===== config.mk =====
export PLATFORM = sky130hd
export DESIGN_NAME = ycbcr_to_rgb_flat
export DESIGN_NICKNAME = d
export VERILOG_FILES = /design/src/rtl/ycbcr_to_rgb_if.sv /design/src/rtl/ycbcr_to_rgb.sv /design/src/flat_wrapper.sv
export SDC_FILE = /design/constraint.sdc
export NUM_CORES = 1
export LEC_CHECK = 0
export ABC_AREA = 0
export CAP_MARGIN = 25
export CORE_UTILIZATION = 63
export CTS_CLUSTER_SIZE = 14
export DETAILED_ROUTE_END_ITERATION = 10
export GPL_TIMING_DRIVEN = 0
export PLACE_DENSITY = 0.87
export REMOVE_ABC_BUFFERS = 1
export SLEW_MARGIN = 20
export SYNTH_ARGS = -nofsm -noshare
export SYNTH_HDL_FRONTEND = slang
export SYNTH_HIERARCHICAL = 1
export SYNTH_SLANG_ARGS = --single-unit

===== constraint.sdc =====
create_clock -name clk -period 7.4 [get_ports clk]
set_input_delay 2.22 -clock clk [delete_from_list [all_inputs] [get_ports clk]]
set_output_delay 2.22 -clock clk [all_outputs]
set_load 0.01 [all_outputs]

===== src/rtl/ycbcr_to_rgb_if.sv =====
// ---------------------------------------------------------------------------
// ycbcr_to_rgb_if
//   Pixel stream bundle for the YCbCr->RGB converter.
//   Input side : y_in/cb_in/cr_in (8b each), in_valid, in_ready
//   Output side: r_out/g_out/b_out (8b each), out_valid, out_ready
//   modport slave  : the converter's view
//   modport master : the source/sink (testbench or neighbouring stages)
// ---------------------------------------------------------------------------
interface ycbcr_to_rgb_if;
  logic [7:0] y_in;
  logic [7:0] cb_in;
  logic [7:0] cr_in;
  logic       in_valid;
  logic       in_ready;
  logic [7:0] r_out;
  logic [7:0] g_out;
  logic [7:0] b_out;
  logic       out_valid;
  logic       out_ready;

  modport slave (
    input  y_in, cb_in, cr_in, in_valid, out_ready,
    output in_ready, r_out, g_out, b_out, out_valid
  );

  modport master (
    output y_in, cb_in, cr_in, in_valid, out_ready,
    input  in_ready, r_out, g_out, b_out, out_valid
  );
endinterface


===== src/rtl/ycbcr_to_rgb.sv =====
// ---------------------------------------------------------------------------
// ycbcr_to_rgb
//   3-stage pipelined BT.601 full-range YCbCr -> RGB converter, 8 bits per
//   channel, valid/ready on both sides, whole pipe stalls on backpressure.
//
//   Ports:
//     clk       : system clock, rising edge
//     rst_n     : asynchronous active-low reset
//     bus       : ycbcr_to_rgb_if.slave (pixel in / pixel out handshakes)
//     clip_clr  : (YCC_CLIP_CNT_EN only) synchronous clear of clip_cnt
//     clip_cnt  : (YCC_CLIP_CNT_EN only) saturating count of output
//                 pixels where any channel was clamped
//
//   Optional feature macro: YCC_CLIP_CNT_EN
//
//   Pipeline:
//     S1 latch y and the offset-removed chroma (9b signed)
//     S2 chroma products: R term, negated G term, B term (18b signed)
//     S3 per-channel sum + round + clamp, registered onto the outputs
// ---------------------------------------------------------------------------

// One colour channel of the final stage: (y<<8) + term + 128, >>>8, clamp.
module ycc_clamp_lane (
  input  logic [7:0]         i_y,
  input  logic signed [17:0] i_term,
  output logic [7:0]         o_pix
`ifdef YCC_CLIP_CNT_EN
  , output logic             o_clip
`endif
);
  logic signed [19:0] w_term20;
  logic signed [19:0] w_sum;
  logic signed [11:0] w_shr;
  logic               w_neg;
  logic               w_ovf;

  assign w_term20 = {{2{i_term[17]}}, i_term};
  assign w_sum    = $signed({4'b0000, i_y, 8'h00}) + w_term20 + 20'sd128;
  assign w_shr    = 12'(w_sum >>> 8);

  // Sign bit -> below 0; any of bits 10:8 set -> above 255.
  assign w_neg = w_shr[11];
  assign w_ovf = ~w_shr[11] & (|w_shr[10:8]);
  assign o_pix = w_neg ? 8'h00 : (w_ovf ? 8'hFF : w_shr[7:0]);

`ifdef YCC_CLIP_CNT_EN
  assign o_clip = w_neg | w_ovf;
`endif
endmodule

module ycbcr_to_rgb #(
  parameter int KR  = 359,  // 1.402 x 256
  parameter int KGB = 88,   // 0.344 x 256
  parameter int KGR = 183,  // 0.714 x 256
  parameter int KB  = 454   // 1.772 x 256
) (
  input  logic          clk,
  input  logic          rst_n,
  ycbcr_to_rgb_if.slave bus
`ifdef YCC_CLIP_CNT_EN
  , input  logic        clip_clr
  , output logic [15:0] clip_cnt
`endif
);
  localparam int STAGES = 3;
  localparam int NCH    = 3;  // lane 0 = R, 1 = G, 2 = B

  localparam logic signed [17:0] C_KR  = 18'(KR);
  localparam logic signed [17:0] C_KGB = 18'(KGB);
  localparam logic signed [17:0] C_KGR = 18'(KGR);
  localparam logic signed [17:0] C_KB  = 18'(KB);

  // vld_pipe[0] is the incoming valid, [STAGES] is out_valid.
  logic [STAGES:0]          vld_pipe;
  logic [STAGES:1]          r_vld;
  logic                     w_en;

  logic [7:0]               r_s1_y;
  logic signed [8:0]        r_s1_cb;
  logic signed [8:0]        r_s1_cr;
  logic signed [8:0]        w_cb;
  logic signed [8:0]        w_cr;

  logic signed [17:0]       w_cb18;
  logic signed [17:0]       w_cr18;
  logic [NCH-1:0][17:0]     w_term;
  logic [7:0]               r_s2_y;
  logic [NCH-1:0][17:0]     r_s2_term;

  logic [NCH-1:0][7:0]      w_rgb;
  logic [NCH-1:0][7:0]      r_rgb;

  // Stall everything unless the output slot is empty or being drained.
  assign w_en         = bus.out_ready | ~vld_pipe[STAGES];
  assign bus.in_ready = w_en;
  assign vld_pipe     = {r_vld, bus.in_valid};

  // c - 128 for 8-bit c is c with the MSB flipped (range -128..127);
  // sign-extend to 9 bits.
  assign w_cb = {~bus.cb_in[7], ~bus.cb_in[7], bus.cb_in[6:0]};
  assign w_cr = {~bus.cr_in[7], ~bus.cr_in[7], bus.cr_in[6:0]};

  assign w_cb18 = {{9{r_s1_cb[8]}}, r_s1_cb};
  assign w_cr18 = {{9{r_s1_cr[8]}}, r_s1_cr};

  // G term is stored negated so all three lanes share one adder shape.
  assign w_term[0] = C_KR * w_cr18;
  assign w_term[1] = -((C_KGB * w_cb18) + (C_KGR * w_cr18));
  assign w_term[2] = C_KB * w_cb18;

`ifdef YCC_CLIP_CNT_EN
  logic [NCH-1:0] w_clip;
`endif

  for (genvar ln = 0; ln < NCH; ln++) begin : g_lane
    ycc_clamp_lane u_lane (
      .i_y    (r_s2_y),
      .i_term (r_s2_term[ln]),
      .o_pix  (w_rgb[ln])
`ifdef YCC_CLIP_CNT_EN
      , .o_clip (w_clip[ln])
`endif
    );
  end

  // Data registers advance on every enabled cycle, valid or not; the
  // valid bits travel alongside so bubbles stay in place.
  always_ff @(posedge clk or negedge rst_n) begin
    if (!rst_n) begin
      r_vld     <= '0;
      r_s1_y    <= '0;
      r_s1_cb   <= '0;
      r_s1_cr   <= '0;
      r_s2_y    <= '0;
      r_s2_term <= '0;
      r_rgb     <= '0;
    end else if (w_en) begin
      r_vld     <= vld_pipe[STAGES-1:0];
      r_s1_y    <= bus.y_in;
      r_s1_cb   <= w_cb;
      r_s1_cr   <= w_cr;
      r_s2_y    <= r_s1_y;
      r_s2_term <= w_term;
      r_rgb     <= w_rgb;
    end
  end

  assign bus.r_out     = r_rgb[0];
  assign bus.g_out     = r_rgb[1];
  assign bus.b_out     = r_rgb[2];
  assign bus.out_valid = vld_pipe[STAGES];

`ifdef YCC_CLIP_CNT_EN
  // Clip flag rides with the output pixel so it is counted exactly once,
  // at the cycle that pixel is handed off.
  logic        r_s3_clip;
  logic [15:0] r_clip_cnt;
  logic        w_out_xfer;

  assign w_out_xfer = vld_pipe[STAGES] & bus.out_ready;

  always_ff @(posedge clk or negedge rst_n) begin
    if (!rst_n)    r_s3_clip <= 1'b0;
    else if (w_en) r_s3_clip <= |w_clip;
  end

  always_ff @(posedge clk or negedge rst_n) begin
    if (!rst_n)
      r_clip_cnt <= '0;
    else if (clip_clr)
      r_clip_cnt <= '0;
    else if (w_out_xfer && r_s3_clip && (r_clip_cnt != 16'hFFFF))
      r_clip_cnt <= r_clip_cnt + 16'd1;
  end

  assign clip_cnt = r_clip_cnt;
`endif
endmodule


===== src/flat_wrapper.sv =====
// flat-port wrapper written by rule: the top's interface ports become plain ports
module ycbcr_to_rgb_flat 
#(
  parameter int KR  = 359,                
  parameter int KGB = 88,                 
  parameter int KGR = 183,                
  parameter int KB  = 454                 
)
  (clk, rst_n, bus_y_in, bus_cb_in, bus_cr_in, bus_in_valid, bus_out_ready, bus_in_ready, bus_r_out, bus_g_out, bus_b_out, bus_out_valid);
  ycbcr_to_rgb_if bus_i ();
  input  logic clk;
  input  logic rst_n;
  input wire logic [$bits(bus_i.y_in)-1:0] bus_y_in;
  input wire logic [$bits(bus_i.cb_in)-1:0] bus_cb_in;
  input wire logic [$bits(bus_i.cr_in)-1:0] bus_cr_in;
  input wire logic [$bits(bus_i.in_valid)-1:0] bus_in_valid;
  input wire logic [$bits(bus_i.out_ready)-1:0] bus_out_ready;
  output wire logic [$bits(bus_i.in_ready)-1:0] bus_in_ready;
  output wire logic [$bits(bus_i.r_out)-1:0] bus_r_out;
  output wire logic [$bits(bus_i.g_out)-1:0] bus_g_out;
  output wire logic [$bits(bus_i.b_out)-1:0] bus_b_out;
  output wire logic [$bits(bus_i.out_valid)-1:0] bus_out_valid;
  assign bus_i.y_in = bus_y_in;
  assign bus_i.cb_in = bus_cb_in;
  assign bus_i.cr_in = bus_cr_in;
  assign bus_i.in_valid = bus_in_valid;
  assign bus_i.out_ready = bus_out_ready;
  assign bus_in_ready = bus_i.in_ready;
  assign bus_r_out = bus_i.r_out;
  assign bus_g_out = bus_i.g_out;
  assign bus_b_out = bus_i.b_out;
  assign bus_out_valid = bus_i.out_valid;
  ycbcr_to_rgb #(.KR(KR), .KGB(KGB), .KGR(KGR), .KB(KB)) u_core (.clk(clk), .rst_n(rst_n), .bus(bus_i));
endmodule

### After elaboration in Yosys (flattened, before gate mapping)

Index checks and enable logic that the tools add are counted.

* output and inout port bits: 26
* flip-flop bits (word level): 112
* input bits: 28

* add/sub/neg operators: 8
* reductions and logical operators: 3
* multiply operators: 4
* muxes and demuxes: 6
* bitwise logic cells: 10

Operators by type and width (count)
* adder 20 x 9 -> 20 bit (second input constant): 3
* adder 17 x 18 -> 19 bit: 3
* 2-to-1 mux 8 bit: 6
* multiplier 9 x 8 -> 17 bit (first input constant): 2
* adder 18 bit: 1
* multiplier 10 x 8 -> 18 bit (first input constant): 1
* negator 18 bit: 1
* multiplier 5 x 8 -> 13 bit (first input constant): 1
* OR reduction 3 bit: 3
* NOT 1 bit: 6
* AND 1 bit: 3
* OR 1 bit: 1

### Logic depth before layout (Yosys ltp)

* word-level depth: 6
* depth in mapped cells: 25
* depth with buffers taken out: 24

### By module

Netlist, hierarchy kept.

Modules (own cells, without submodules)
* ycbcr_to_rgb: cells an instance 1074, instances 1, area each 9709.3 um^2
* ycc_clamp_lane at u_core.g_lane[1].u_lane ...: cells an instance 89, instances 2, area each 670.6 um^2
* ycc_clamp_lane at u_core.g_lane[0].u_lane: cells an instance 88, instances 1, area each 623.1 um^2

### Worst setup path after synthesis

No wires, ideal clock.

* path type: reg-to-reg
* start point: register u_core.r_s1_cb[1]
* end point: register u_core/r_s2_term[32] (netlist bit)
* path buffers: 0
* stages on the path, launching flop included: 23
* period minus slack after synthesis: 5.953 ns
* path slack: 1.447 ns
* data arrival time: 5.888 ns
* path through: dfrtp_1 ha_1 fa_1 ha_1 a21oi_1 nor2b_1 o31ai_1 nor2b_1 xnor2_1 fa_1 fa_1 inv_1 fa_1 inv_1 fa_1 inv_1 ha_1 a21oi_1 o21ai_0 nor2_1 mux2_1 a2111oi_0 a21o_1

* cells in the longest elaborated chain, start to end: 3

RTL lines
* start, declared: line ycbcr_to_rgb.sv:79 `logic signed [8:0] r_s1_cb;`
* start signal, assigned: line ycbcr_to_rgb.sv:140 `r_s1_cb <= w_cb;`
* multiplier 5 x 8 -> 13 bit: line ycbcr_to_rgb.sv:108 `assign w_term[1] = -((C_KGB * w_cb18) + (C_KGR * w_cr18));`
* adder 18 bit: line ycbcr_to_rgb.sv:108
* negator 18 bit: line ycbcr_to_rgb.sv:108
* end signal, assigned: line ycbcr_to_rgb.sv:143 `r_s2_term <= w_term;`
* end, declared: line ycbcr_to_rgb.sv:88 `logic [NCH-1:0][17:0] r_s2_term;`

Every way passes these cells.
A chain may end at the register's enable or synchronous reset.

### Final worst setup path

Ends and elaborated chain as after synthesis.

==> results.ini <==
[finish]
fin_nets = 1580
fillers = 1269
mostFrequentLayoutCells = nand2_1, inv_1, ha_1
diodes = 0
drive_gt1_share_pct = 3.54
final_area_um2 = 12000
areaGrowthSynthToFinish_pct = 9.60

[worst_setup_path]
r2r_start = u_core/r_s1_cb[1]
path_cells = ha_1 > fa_1 > ha_1 > a21oi_1 > nor2b_1 > o31ai_1 > nor2b_1 > xnor2_1 > fa_1 > fa_1 > inv_1 > fa_1 > inv_1 > fa_1 > inv_1 > ha_1 > a21oi_1 > o21ai_0 > nor2_1 > mux2_1 > a2111oi_0 > a21o_1
worst_path_most_repeated_cell = fa_1
crit_required_ns = 7.69
r2r_setup_slack_ns = 0.67
critPathCaptureType = flop
critPathKind = flop to flop
cp.arrival_ns = 7.02
crit_buf_inv = 3
slowest_delay_ns = 0.61
start_kind = flop
rr_worst_depth = 22
cpLargestDelayFamily = adder cells
cp_slowest_cell = a2111oi_0
worstPathMaxFanout = 8
rr_endpoint = u_core/r_s2_term[32]

[worst_hold_path]
hold_path.class = flop to flop
min_to = u_core/bus.r_out[3]
hp-start = u_core/bus.r_out[3]
hold-path-cell-count = 2

[synth]
synth_cells = 1264
synth_area_um2 = 10900
synth.avg_cell_area_um2 = 8.65
yosys_warnings = 6

[floorplanning]
coreArea_um2 = 16800
row_count = 47
die_area_um2 = 17900
start_util_pct = 65.2
die_w_um = 134
pin_count = 54
die_y_um = 134

[cts]
cts_max_path_buffers = 2
cts_hold_buf = 0
clock_latency_ns = 0.35
postCtsResizedCells = 0
clk_transition_reported_paths_ns = 0.07
htree_levels = 3
cts_buffers = 9
cts.sinks = 92
cts_tree = done
post_cts_buffers = 0
cts_root_buffer = clkbuf_16

[status]
status = completed

[sta]
setup_ws_ns = 0.669
fin_crit_ns = 6.73
clock.fmax_mhz = 149
tightest_slew_ns = 0.736
relSlewSlack_pct = 50.9
drv_slew = 0
finalHoldViolCount = 0
rsz0062_at_grt = no
whs_ns = 0.463
fin_skew_ns = 0.00883
setup_viol = 0
post-route-period-util_pct = 91.0

[detailed_routing]
route.vias.total = 8934
avgRoutedWirePerCell_um = 16.0
initialDrtViolationCount = 694
via_per_inst = 5.88
drc = 0
drt_wl_total_um = 24300
first_pass_iters = 5
ant_nets = 0

[global_route]
overflow = 0
use_met3_pct = 3.31
grt.busiest_layer = met2
grt_max_degree = 60
met2_usage_pct = 49.1
grt_pass1_wl_um = 40500
grtUsageMet1_pct = 35.6
grtUsageTotal_pct = 28.1
antenna_found_initial = 0
grt_pass1_vias = 8751

[placement]
port_buffers = 53
post-place-ws_ns = 0.885
placed_area_um2 = 11700
dp_hpwl_um = 18800
globalplace.congestion = 0.895

[flow_run]
cap_violations = 0

==> how the worst max path moves through the flow <==
stage               depth (start not counted)                    to         startpoint
floorplan                                   2          bus_in_ready      bus_out_ready
global placement                            4          bus_in_ready      bus_out_ready
detailed placement                         22  u_core/r_s2_term[32]  u_core/r_s1_cb[1]
CTS                                        23  u_core/r_s2_term[32]  u_core/r_s1_cb[2]
global route                               22  u_core/r_s2_term[32]  u_core/r_s1_cb[1]
finish                                     22  u_core/r_s2_term[32]  u_core/r_s1_cb[1]
==> worst reg2reg max path: cells and delay by family, from the launching register on <==
family / cells / cell delay [ns]
compound gates: 6 / 1.58
xor+xnor: 1 / 0.16
fa+ha+maj: 8 / 3.61
buf+inv: 3 / 0.16
flops: 1 / 0.52
mux: 1 / 0.30
simple gates: 3 / 0.35
==> layer usage <==
layer | vias to the layer above | part of all wire [%] | wire [um]
li1 | 4339 | - | -
met1 | 4242 | 44 | 10700
met2 | 283 | 49 | 11800
met3 | 70 | 4.3 | 1050
met4 | 0 | 3.0 | 734
met5 | - | 0 | 0
==> stage by stage <==
step           TNS (ns)  util [%]  std cells
2_1_floorplan     -2.24         -       1225
3_3_place_gp    -222.15      69.0       1498
3_5_place_dp          0      69.8       1503
6_report              0      71.5       1519
4_1_cts               0      71.5       1519
5_1_grt               0      71.5       1519
==> cell type report <==
class | instances | area (um2) | area share, %
Clock inverter | 5 | 35.0 | 0.292
Timing Repair Buffer | 58 | 662 | 5.52
Tap cell | 220 | 275 | 2.30
Multi-Input combinational cell | 935 | 7720 | 64.4
Inverter | 198 | 746 | 6.22
Sequential cell | 92 | 2300 | 19.2
Clock buffer | 11 | 243 | 2.03
==> state kept, by name, summed over array words and instances, names as in the netlist <==
name,flops
u_core/r_s1_cb,8
u_core/r_s2_y,8
u_core/r_s2_term,33
u_core/bus.g_out,8
u_core/r_s1_y,8
u_core/r_s1_cr,8
u_core/r_vld,3
u_core/bus.b_out,8
u_core/bus.r_out,8
Power is left out: the tool's default activity adds up to more than one toggle a clock period on the data nets, which glitch-free logic cannot reach.
==> patch 1 (same flow settings) <==
The localparam `STAGES` goes from 3 to 6.
--- a/src/rtl/ycbcr_to_rgb.sv
+++ b/src/rtl/ycbcr_to_rgb.sv
@@ -62,7 +62,7 @@
   , output logic [15:0] clip_cnt
 `endif
 );
-  localparam int STAGES = 3;
+  localparam int STAGES = 6;
   localparam int NCH    = 3;  // lane 0 = R, 1 = G, 2 = B
 
   localparam logic signed [17:0] C_KR  = 18'(KR);
Formal check against the unedited RTL: not equivalent (Yosys sat finds a counterexample within 4 cycles, from zero or initial values and one cycle with rst_n low).
==> patch 1 against the unedited design <==
Sequential cell count rose by 3. Fmax fell by 1.5%. Wire length fell by 3.4%. Design area barely moved. Worst setup slack got worse by 0.10 ns. Synthesized area rose by 0.19%. Critical path type is now in -> out. Critical endpoint is now bus_in_ready. Highest routed layer unchanged.
Power is left out: the tool's default activity adds up to more than one toggle a clock period on the data nets, which glitch-free logic cannot reach.
==> patch 1: results (changes against the unedited design) <==
- Hold Crit Start: u_core/bus.b_out[3]
- Reg2Reg Depth: 22 (unchanged)
- Vias in the first global route: 8329 (-4.8%)
- Share of layout cells above drive strength 1: 0.0388 (+0.00341)
- RR Startpoint: u_core/r_s1_cb[7]
- Clk_lat worst skew: approximately 0.36 ns
- Slew margin rel.: 0.494 (-0.0153)
- Hold-fix buffers at CTS: 0 (unchanged)
- Crit Path Max Fanout: 115 (+107)
- Routed WL: 23400 um (-3.4%)
- Status: complete, no violations
- Initial antenna violation count: 0 (unchanged)
- Pin count of the biggest net entering global routing: 116 (+93%)
- PortBufs: 53 (unchanged)
- Cts repair resizes: 0 (unchanged)
- Worst R2R End: u_core/r_s2_term[34]
- Final net count: 1569 (-0.70%)
- Clock transition at path regs: 0.07 ns (about the same)
- Worst path arrival time: 4.62 ns (-2.40 ns)
- Grt met1 use: 0.365 (+0.00866)
- Num CTS Buffers: 9 (unchanged)
- Placer Congestion: 0.905 (+1.1%)
- Vias: 8664 (-3.0%)
- Met3 usage: 0.0344 (+0.00129)
- 1st-pass router iterations: 6 (+1)
- Root Buffer: clkbuf_16
- Post-CTS Setup Inserts: 0 (unchanged)
- # fillers: 1284 (+1.2%)
- First-pass GRT wire length: 39500 um (-2.5%)
- Max reg flops: 33 (unchanged)
- Hold Path Sink: u_core/bus.b_out[3]
- Ant. Diodes: 0 (unchanged)
- WHS Path Cells: 2 (unchanged)
- Critical Path End: bus_in_ready
- Class of the worst hold path: reg -> reg
- Crit path from: bus_out_ready
- DRT iter0 DRCs: 536 (-23%)
- H-tree depth: 3 (unchanged)
- DP HPWL: 18000 um (-4.5%)
- Clock buffer depth: 2 (unchanged)
- Met2 Use GR: 0.461 (-0.0302)
- Largest reg by FF count: u_core/r_s2_term
- Flop2flop setup slack: 0.90 ns (+0.23 ns)
- Worst Skew: 0.00871 ns (-0.000126 ns)
- Synth warn: 6 (unchanged)
- GRT Overall Usage: 0.273 (-0.00802)
patch 1: cell type report:
class	instances	area, um^2	share of cell area
Sequential cell	95	2380	0.199
Clock inverter	7	61.3	0.00512
Multi-Input combinational cell	923	7680	0.641
Timing Repair Buffer	56	607	0.0507
Tap cell	220	275	0.0230
Clock buffer	9	225	0.0188
Inverter	198	748	0.0625
patch 1: per-stage QoR:
stage	area, um^2	worst slack (ns)	std cells	utilization	hold slack (ns)
after floorplan	10800	-2.65	1216	-	0.430
after global placement	11600	-6.92	1489	0.692	0.447
after detailed placement	11700	0.517	1492	0.697	0.452
after CTS	12000	0.515	1508	0.714	0.469
after global routing	12000	0.384	1508	0.714	0.483
final	12000	0.564	1508	0.714	0.464
patch 1: metal layers:
layer  up-vias  wire (um)
met1      4087      10700
met5         -          0
li1       4306          -
met4         0        535
met3        51        932
met2       220      11200
patch 1: critical path, stage by stage:
cell and delay, ns:
clkdlybuf4s50_1 0.44, nor2b_4 0.45, buf_16 0.24, clkinv_4 0.55
clkdlybuf4s50_1 0.68
==> patch 2 (config.mk and constraints unchanged) <==
Without the edit above. `KGB` is set to 88 in 2 places; all go to 64.
--- a/src/rtl/ycbcr_to_rgb.sv
+++ b/src/rtl/ycbcr_to_rgb.sv
@@ -50,7 +50,7 @@
 
 module ycbcr_to_rgb #(
   parameter int KR  = 359,  // 1.402 x 256
-  parameter int KGB = 88,   // 0.344 x 256
+  parameter int KGB = 64,   // 0.344 x 256
   parameter int KGR = 183,  // 0.714 x 256
   parameter int KB  = 454   // 1.772 x 256
 ) (
--- a/src/flat_wrapper.sv
+++ b/src/flat_wrapper.sv
@@ -2,7 +2,7 @@
 module ycbcr_to_rgb_flat 
 #(
   parameter int KR  = 359,                
-  parameter int KGB = 88,                 
+  parameter int KGB = 64,                 
   parameter int KGR = 183,                
   parameter int KB  = 454                 
 )
Formal check against the unedited RTL: not equivalent (a bounded check fails within 4 cycles, from zero or initial values and one cycle with rst_n low).
==> patch 2 against the unedited design <==
Core utilization increased by 0.85 points. Design area down 6.9%. Worst setup slack improved by 0.27 ns. Sequential cell count is the same. Critical path depth fell by 16. Wire length is 13% lower. Highest routed layer unchanged. Synthesized area down 7.5%. Largest cell class unchanged. Register-to-register slack improved by 1.5 ns. Hold slack got worse by 0.00056 ns. Sequential share of layout area increased by 1.4 points.
Power is not shown: default switching activity piles up to over one toggle a cycle in this logic, so the estimate is an artifact.
==> patch 2: results (changes against the unedited design) <==
- Worst Skew: 0.00630 ns (-0.00253 ns)
- Drt wl/cell: 14.9 um (-6.9%)
- Num CTS Buffers: 9 (unchanged)
- Ant. Diodes: 0 (unchanged)
- Final net count: 1459 (-7.7%)
- Pin count of the biggest net entering global routing: 61 (+1.7%)
- Root Buffer: clkbuf_16
- Synth warn: 6 (unchanged)
- DRT iter0 DRCs: 557 (-20%)
- Flop2flop setup slack: 2.20 ns (+1.53 ns)
- Vias in the first global route: 7825 (-11%)
- Reg2Reg Depth: 15 (-32%)
- Clock buffer depth: 2 (unchanged)
- H-tree depth: 3 (unchanged)
- RR Startpoint: u_core/r_s1_cr[6]
- Cts repair resizes: 0 (unchanged)
- First-pass GRT wire length: 36100 um (-11%)
- Max reg flops: 33 (unchanged)
- Share of layout cells above drive strength 1: 0.0366 (+0.00116)
- Avg Vias per Cell: 5.67 (-3.5%)
- Status: complete, no violations
- Worst Max-Slew Pin Slew: 0.604 ns (-0.132 ns)
- Largest reg by FF count: u_core/r_s2_term
- Worst path arrival time: 4.24 ns (-2.78 ns)
- Clk_lat worst skew: 0.35 ns (about the same)
- Crit Path Max Fanout: 51 (+43)
- Worst R2R End: u_core/r_s2_term[34]
- Clock transition at path regs: ~0.060 ns
- PortBufs: 53 (unchanged)
- Post-CTS Setup Inserts: 0 (unchanged)
- Crit path from: bus_out_ready
- GRT Overall Usage: 0.273 (-0.00778)
- 1st-pass router iterations: 6 (+1)
- DP HPWL: 16400 um (-13%)
- ANT nets after route: 0 (unchanged)
- Initial antenna violation count: 0 (unchanged)
- Class of the worst hold path: reg -> reg
- Critical Path End: bus_in_ready
- Placer Congestion: 0.901 (+0.67%)
==> patch 2: cell count changes in the layout (fill, tap and decap cells not counted), moves of 6 or more <==
cell      before  now
a21o_1        26   17
fa_1          74   66
ha_1         184  167
inv_1        195  177
o211ai_1      12    6
o21ai_0       69   77
o21ai_1       23    4
xnor2_1       33   25
==> patch 2: worst min path at each step <==
stage	from	end	slack (ns)	depth (start not counted)
after floorplan	u_core/r_vld[2]	u_core/r_vld[2]	0.43	2
after global placement	u_core/r_vld[2]	u_core/r_vld[3]	0.44	1
after detailed placement	u_core/bus.b_out[0]	u_core/bus.b_out[0]	0.46	2
after CTS	u_core/bus.b_out[3]	u_core/bus.b_out[3]	0.47	2
after global routing	u_core/bus.b_out[4]	u_core/bus.b_out[4]	0.48	2
final	u_core/bus.r_out[0]	u_core/bus.r_out[0]	0.46	2
==> patch 2: layer usage <==
| metal | part of all wire | routed length, um | GRT usage | vias up |
|---|---|---|---|---|
| li1 | - | - | - | 3992 |
| met1 | 0.47 | 9830 | 0.363 | 3803 |
| met2 | 0.48 | 10000 | 0.465 | 188 |
| met3 | 0.031 | 654 | 0.0299 | 41 |
| met4 | 0.025 | 521 | 0.0962 | 0 |
| met5 | 0 | 0 | 0 | - |
==> patch 2: metrics by stage <==
step	worst slack (ns)	instance area (um^2)	instances	setup TNS [ns]	hold slack, ns
6_report	0.940	11200	1414	0	0.463
5_1_grt	0.796	11200	1414	0	0.480
4_1_cts	0.928	11200	1414	0	0.469
3_5_place_dp	0.937	10900	1398	0	0.455
3_3_place_gp	-6.70	10700	1393	-326.76	0.441
2_1_floorplan	-2.25	9950	1129	-46.67	0.430
==> patch 2: worst max-delay path: stages <==
cell             delay (ns)
clkdlybuf4s50_1        0.44
nor2b_4                0.44
buf_16                 0.23
buf_16                 0.16
inv_4                  0.18
clkdlybuf4s50_1        0.54
==> patch 2: cell type report <==
class	count	area, um^2
Tap cell	211	264
Clock inverter	5	35.0
Fill cell	1197	4270
Inverter	179	674
Multi-Input combinational cell	858	6980
Clock buffer	11	243
Sequential cell	92	2300
Timing Repair Buffer	58	658
